File: src/rtl/alu_seq_param.sv
// Registered unsigned ALU with single-cycle add/sub and sequential multiply/divide.
// A start/busy/done handshake brackets each operation; operands are latched for display.
module alu_seq_param #(
   parameter int WIDTH = 3
) (
   input  logic                 Clock,
   input  logic                 Resetn,
   input  logic                 start,
   input  logic [1:0]           op,
   input  logic [WIDTH-1:0]     x,
   input  logic [WIDTH-1:0]     y,
   output logic [WIDTH-1:0]     x_q,
   output logic [WIDTH-1:0]     y_q,
   output logic [1:0]           op_q,
   output logic                 busy,
   output logic                 done,
   output logic [2*WIDTH-1:0]   result,
   output logic                 uflow,
   output logic                 dbz
);

   localparam int CW = $clog2(WIDTH);

   typedef enum logic [1:0] {IDLE, CALC, DONE} state_t;

   state_t                state_q, state_d;
   logic [WIDTH-1:0]      x_d, y_d;
   logic [1:0]            op_d;
   logic [CW-1:0]         cnt_q, cnt_d;
   logic [2*WIDTH-1:0]    acc_q, acc_d;
   logic [2*WIDTH-1:0]    result_q, result_d;
   logic                  uflow_q, uflow_d;
   logic                  dbz_q, dbz_d;

   logic [WIDTH:0]        mul_sum;
   logic [2*WIDTH-1:0]    mul_next;
   logic [2*WIDTH:0]      div_sh;
   logic [WIDTH:0]        div_trial;
   logic [2*WIDTH-1:0]    div_next;

   // acc holds {high product, remaining multiplier} for mul and {remainder, dividend/quotient} for div
   always_comb begin
      mul_sum  = {1'b0, acc_q[2*WIDTH-1:WIDTH]} + (acc_q[0] ? {1'b0, x_q} : '0);
      mul_next = {mul_sum, acc_q[WIDTH-1:1]};
      div_sh    = {acc_q, 1'b0};
      div_trial = div_sh[2*WIDTH:WIDTH] - {1'b0, y_q};
      if (div_sh[2*WIDTH:WIDTH] >= {1'b0, y_q})
         div_next = {div_trial[WIDTH-1:0], div_sh[WIDTH-1:1], 1'b1};
      else
         div_next = {div_sh[2*WIDTH-1:WIDTH], div_sh[WIDTH-1:1], 1'b0};
   end

   always_comb begin
      state_d  = state_q;
      x_d      = x_q;
      y_d      = y_q;
      op_d     = op_q;
      cnt_d    = cnt_q;
      acc_d    = acc_q;
      result_d = result_q;
      uflow_d  = uflow_q;
      dbz_d    = dbz_q;
      case (state_q)
         IDLE: begin
            if (start) begin
               state_d = CALC;
               x_d     = x;
               y_d     = y;
               op_d    = op;
               uflow_d = 1'b0;
               dbz_d   = 1'b0;
               cnt_d   = (op[1] && !(op[0] && y == '0)) ? CW'(WIDTH - 1) : '0;
               acc_d   = (op == 2'b10) ? {{WIDTH{1'b0}}, y} : {{WIDTH{1'b0}}, x};
            end
         end
         CALC: begin
            case (op_q)
               2'b10:   acc_d = mul_next;
               2'b11:   acc_d = div_next;
               default: acc_d = acc_q;
            endcase
            if (cnt_q == '0) begin
               state_d = DONE;
               case (op_q)
                  2'b00: result_d = {{WIDTH{1'b0}}, x_q} + {{WIDTH{1'b0}}, y_q};
                  2'b01: begin
                     // Underflow saturates to zero rather than wrapping.
                     if (x_q >= y_q) begin
                        result_d = {{WIDTH{1'b0}}, x_q - y_q};
                     end else begin
                        result_d = '0;
                        uflow_d  = 1'b1;
                     end
                  end
                  2'b10: result_d = mul_next;
                  default: begin
                     if (y_q == '0) begin
                        result_d = {x_q, {WIDTH{1'b1}}};
                        dbz_d    = 1'b1;
                     end else begin
                        result_d = div_next;
                     end
                  end
               endcase
            end else begin
               cnt_d = cnt_q - 1'b1;
            end
         end
         DONE:    state_d = IDLE;
         default: state_d = IDLE;
      endcase
   end

   always_ff @(posedge Clock) begin
      if (!Resetn) begin
         state_q  <= IDLE;
         x_q      <= '0;
         y_q      <= '0;
         op_q     <= '0;
         cnt_q    <= '0;
         acc_q    <= '0;
         result_q <= '0;
         uflow_q  <= 1'b0;
         dbz_q    <= 1'b0;
      end else begin
         state_q  <= state_d;
         x_q      <= x_d;
         y_q      <= y_d;
         op_q     <= op_d;
         cnt_q    <= cnt_d;
         acc_q    <= acc_d;
         result_q <= result_d;
         uflow_q  <= uflow_d;
         dbz_q    <= dbz_d;
      end
   end

   assign busy   = (state_q == CALC);
   assign done   = (state_q == DONE);
   assign result = result_q;
   assign uflow  = uflow_q;
   assign dbz    = dbz_q;

endmodule

File: config.mk
export PLATFORM = sky130hd
export DESIGN_NAME = alu_seq_param
export DESIGN_NICKNAME = d
export VERILOG_FILES = /design/src/rtl/alu_seq_param.sv
export SDC_FILE = /design/constraint.sdc
export NUM_CORES = 1
export LEC_CHECK = 0
export CAP_MARGIN = 20
export CORE_ASPECT_RATIO = 0.7
export CORE_MARGIN = 5
export CORE_UTILIZATION = 53
export CTS_CLUSTER_DIAMETER = 150
export DETAILED_ROUTE_END_ITERATION = 8
export PLACE_DENSITY = 0.8
export REMOVE_ABC_BUFFERS = 1
export SKIP_LAST_GASP = 1
export SYNTH_ARGS = -nofsm -noshare
export SYNTH_HDL_FRONTEND = slang
export SYNTH_SLANG_ARGS = --single-unit
File: constraint.sdc
create_clock -name Clock -period 2.5 [get_ports Clock]
set_input_delay 0.5 -clock Clock [delete_from_list [all_inputs] [get_ports Clock]]
set_output_delay 0.5 -clock Clock [all_outputs]
set_load 0.02 [all_outputs]
# == Yosys cells after proc, flatten, opt, wreduce, memory -nomap -nowiden ==
# Cells that the tools add are included.
# word_totals
reg_bits,26
input_bits,11
# classes
add_sub_neg,5
magnitude_cmp,2
n_eq_ne,14
mux,25
reduce_logical,17
# op_table
cell,count
6-bit case mux with 2 select lines,2
6-bit two-way mux,3
6-bit case mux with 3 select lines,1
2-bit two-way mux,5
5-bit AND reduction,2
3-bit two-way mux,3
3-bit by 3-bit adder with 4-bit output,2
"2-bit == test, second input constant",4
"2-bit != test, second input constant",4
2-bit case mux with 2 select lines,2
1-bit two-way mux,7
2-bit logical NOT,3
3-bit logical NOT,2
"2-bit by 1-bit != test with 1-bit output, second input constant",3
2-bit AND reduction,3
3-bit AND reduction,2
3-bit subtractor,2
"2-bit by 1-bit == test with 1-bit output, second input constant",2
4-bit by 3-bit greater-or-equal comparator with 1-bit output,1
1-bit case mux with 2 select lines,2
3-bit greater-or-equal comparator,1
"3-bit by 1-bit != test with 1-bit output, second input constant",1
3-bit OR reduction,1
1-bit logical AND,2
3 further kinds,3

# == Depth between registers and ports, before layout ==
# depth
depth_word,7
mapped_depth,8

# == Least setup slack after synthesis ==
# No wires, ideal clock.
# synth_timing
path_kind,reg2reg
from,register y_q[1]
to,register acc_q[3]
t_arrival_ps,2020
t_required_ps,2383
slack_ps,362
stages_incl_launch_ff,7
n_path_buf,0
cell_sequence,dfxtp_1 > inv_1 > fa_1 > a21o_1 > a21oi_1 > mux2_2 > a32o_1
# synth_between
elab_chain_cells,4
# synth_rtl
element,line_no,source
start: declaration,13,"output logic [WIDTH-1:0] y_q,"
start signal: assignment,128,y_q <= y_d;
4-bit by 3-bit greater-or-equal comparator with 1-bit output,47,"if (div_sh[2*WIDTH:WIDTH] >= {1'b0, y_q})"
6-bit two-way mux,47,
6-bit case mux with 2 select lines,77,case (op_q)
6-bit case mux with 2 select lines,63,case (state_q)
end signal: assignment,121,acc_q <= '0;
end signal: assignment,131,acc_q <= acc_d;
end: declaration,30,"logic [2*WIDTH-1:0] acc_q, acc_d;"
# No other way between the ends.
# A chain may end at the register's enable or synchronous reset.

# == Worst setup path in the final report ==
# Ends and elaborated chain as after synthesis.

==> results by group <==
Yosys
  • Seq/Total Area, Yosys: between 20% and 30%
  • Largest area contributor in the netlist: dfxtp_1
  • Top post-synthesis cells by area: dfxtp_1 (30%), ha_1 (9.3%), nand2_1 (6.2%), a21oi_1 (5.4%), fa_1 (4.6%)
  • Cell count after synthesis: around 210
  • Yosys reg bits: 26
  • Fraction of registers with async set/reset: 0%
  • Post-synth top cells: nand2_1 (29), dfxtp_1 (26), a21oi_1 (19)
  • Synth Area per Inst: 8.26 sq um
  • Yosys warnings: 0
  • Post-synth EDFFs: 0
  • Number of distinct library cells after synthesis: 49
  • Share of the synthesized area in the top cell type: slightly below 30%
  • Syn Std Cell Area: around 0.0018 sq mm
  • Main flop type after synthesis: dfxtp_1
  • Most common cell in the netlist: nand2_1

Clocking
  • CTS Root Cell: clkbuf_8
  • CTS tree: done
  • PostCTS Resize Cnt: 0
  • CTS Hold Buffers Added: 0
  • Cts bufs inserted: 3
  • Worst-path clk slew: 0.09 ns
  • Worst skew pair latency: approximately 0.27 ns
  • Htree depth: 1
  • Maximum clock insertion buffer count: 2
  • Clock sinks: 26
  • Postcts setup bufs: 0

Floorplan
  • Die height: 58.1 um
  • Core Area: between 0.003 and 0.004 sq mm
  • Die area: about 0.0046 sq mm
  • Effective utilization at floorplan: between 50% and 60%
  • I/O pin count: 29
  • # rows: 17
  • Die span in x: around 79 um

Job
  • Max cap viols: 0

Placed design
  • Post-detail-place hpwl: roughly 3.4 mm
  • GPL Wtd Cong: 0.954
  • Placed insts: roughly 270
  • Buffers on Ports: 28
  • Pre-CTS setup slack: 0.356 ns

Power
  • Power per standard cell area: between 500 and 600 mW/mm^2
  • VDD IR-drop max: around 330 uV
  • Leakage: 0.867 nW
  • Power Total: ~1.1 mW

Timing
  • Final WS setup: roughly 0.31 ns
  • Slew Limit Fails: 0
  • Maximum clock rate: ~460 MHz
  • Post-Route Setup TNS: 0 ns
  • RSZ-0062 raised after global routing: false
  • Least-Margin Pin Slew: between 0.5 and 0.6 ns
  • Setup violations, final: 0
  • Hold Fails Final Rpt: 0
  • Final worst-path cycle share: 87.7%
  • Setup Skew: 0.00263 ns
  • Final min period: between 2 and 2.5 ns
  • Relative slew slack: 64.5%

Worst setup path
  • Crit-path max FO: 5
  • CP endpoint kind: register
  • Critical R2R Launch: y_q[1]
  • Required @ worst endpoint: 2.67 ns
  • Worst setup SP type: register
  • WS Path Type: reg -> reg
  • Worst Setup SP: y_q[1]
  • Arr. time, crit path: 2.37 ns

Finish
  • Post-Layout Cell Count: approximately 280
  • Share of layout cells above drive strength 1: ~7.9%
  • Final #Nets: around 270
  • Ant. Diodes: 0
  • Layout area overhead: 21.8%
  • FILL cells: ~270

Detailed routing
  • Vias per inst: about 6.0
  • Initial DRC count: 198
  • Routed WL per cell: 16.4 um
  • Final WL: approximately 4.5 mm
  • Post-route ant nets: 0
  • # DRC: 0
  • First drt pass iteration count: 4
  • DR vias: between 1500 and 2000

Global routing
  • Total gr overflow: 0
  • Gr usage total: 21.2%
  • Largest net degree at the start of global routing: 16
  • Antenna violations before repair: 0
  • Vias in the first global route: 1583
  • First-pass GRT wire length: between 7 and 8 mm

Hold path
  • Hold crit path type: reg -> reg
  • Hold_sp: acc_q[2]

Outcome
  • Outcome: finished clean
==> critical path: stages (launching register included) <==
cell	delay, ns
dfxtp_1	0.42
inv_1	0.18
fa_1	0.51
a21o_1	0.20
a21oi_1	0.23
mux2_2	0.36
a32o_1	0.20
==> layer usage <==
layer	share of wire (%)	wire length [um]	vias up	global-route usage [%]
met5	0	0	-	0
met4	0.79	36	0	3.24
met3	12	549	7	7.45
met2	41	1860	87	31.3
met1	46	2090	757	30.4
li1	-	-	810	-
==> cell type report <==
class | count | area, sq um | share of cell area (%)
inverter | 16 | 60.1 | 2.82
timing repair buffer | 33 | 318 | 14.9
tap | 38 | 47.5 | 2.23
sequential | 26 | 520 | 24.4
clock buffer | 3 | 41.3 | 1.94
multi-input combinational | 160 | 1120 | 52.3
clock inverter | 1 | 30.0 | 1.41
==> cell usage in the layout (no fill, tap or decap), types with 3 or more instances in the layout <==
| cell | synthesis | final |
|---|---|---|
| a211oi_1 | 5 | 5 |
| nand3_1 | 4 | 4 |
| clkbuf_8 | 0 | 3 |
| o211ai_1 | 3 | 3 |
| nor3_1 | 3 | 3 |
| dfxtp_1 | 26 | 26 |
| a31oi_1 | 5 | 5 |
| and2_1 | 5 | 5 |
| inv_1 | 16 | 16 |
| a221oi_1 | 4 | 4 |
| mux2i_1 | 6 | 6 |
| clkdlybuf4s50_1 | 0 | 28 |
| buf_4 | 1 | 5 |
| nor2_1 | 8 | 8 |
| a21oi_1 | 19 | 19 |
| o21ai_0 | 13 | 13 |
| ha_1 | 13 | 13 |
| nand2_1 | 29 | 29 |
| fa_1 | 4 | 4 |
==> final timing paths <==
check / end / slack, ns / depth (start not counted)
max: acc_q[3] / 0.31 / 6
max reg2reg: acc_q[3] / 0.31 / 6
min reg2reg: acc_q[2] / 0.48 / 2
min: acc_q[2] / 0.48 / 2
==> sequential cells by signal, summed over array words and instances (netlist names) <==
| register | cells |
|---|---|
| x_q | 3 |
| state_q | 2 |
| cnt_q | 2 |
| y_q | 3 |
| uflow | 1 |
| op_q | 2 |
| result | 6 |
| acc_q | 6 |
| dbz | 1 |
==> stage by stage <==
| stage | utilization [%] | hold WS, ns | instance area, sq um |
|---|---|---|---|
| 6_report | 67.3 | 0.481 | 2130 |
| 5_1_grt | 67.3 | 0.511 | 2130 |
| 4_1_cts | 67.3 | 0.482 | 2130 |
| 3_5_place_dp | 65.1 | 0.469 | 2060 |
| 3_3_place_gp | 65.1 | 0.463 | 2060 |
| 2_1_floorplan | - | 0.450 | 1700 |
==> logic make-up after synthesis <==
family / after synthesis / share of synthesized area, %
DFF: 26 / 29.7
and+or+nand+nor: 68 / 20.0
muxes: 8 / 4.71
AOI/OAI and AO/OA: 64 / 23.6
buffers and inverters: 26 / 6.57
adders and majority gates: 17 / 13.9
xor gates and xnor gates: 3 / 1.50
==> power breakdown <==
part	internal, mW	total [mW]	switching, mW
Combinational	0.135	0.302	0.167
Clock	0.214	0.354	0.140
Sequential	0.442	0.475	0.0328
Total	0.791	1.13	0.340
(Power assumes the default switching activity.)
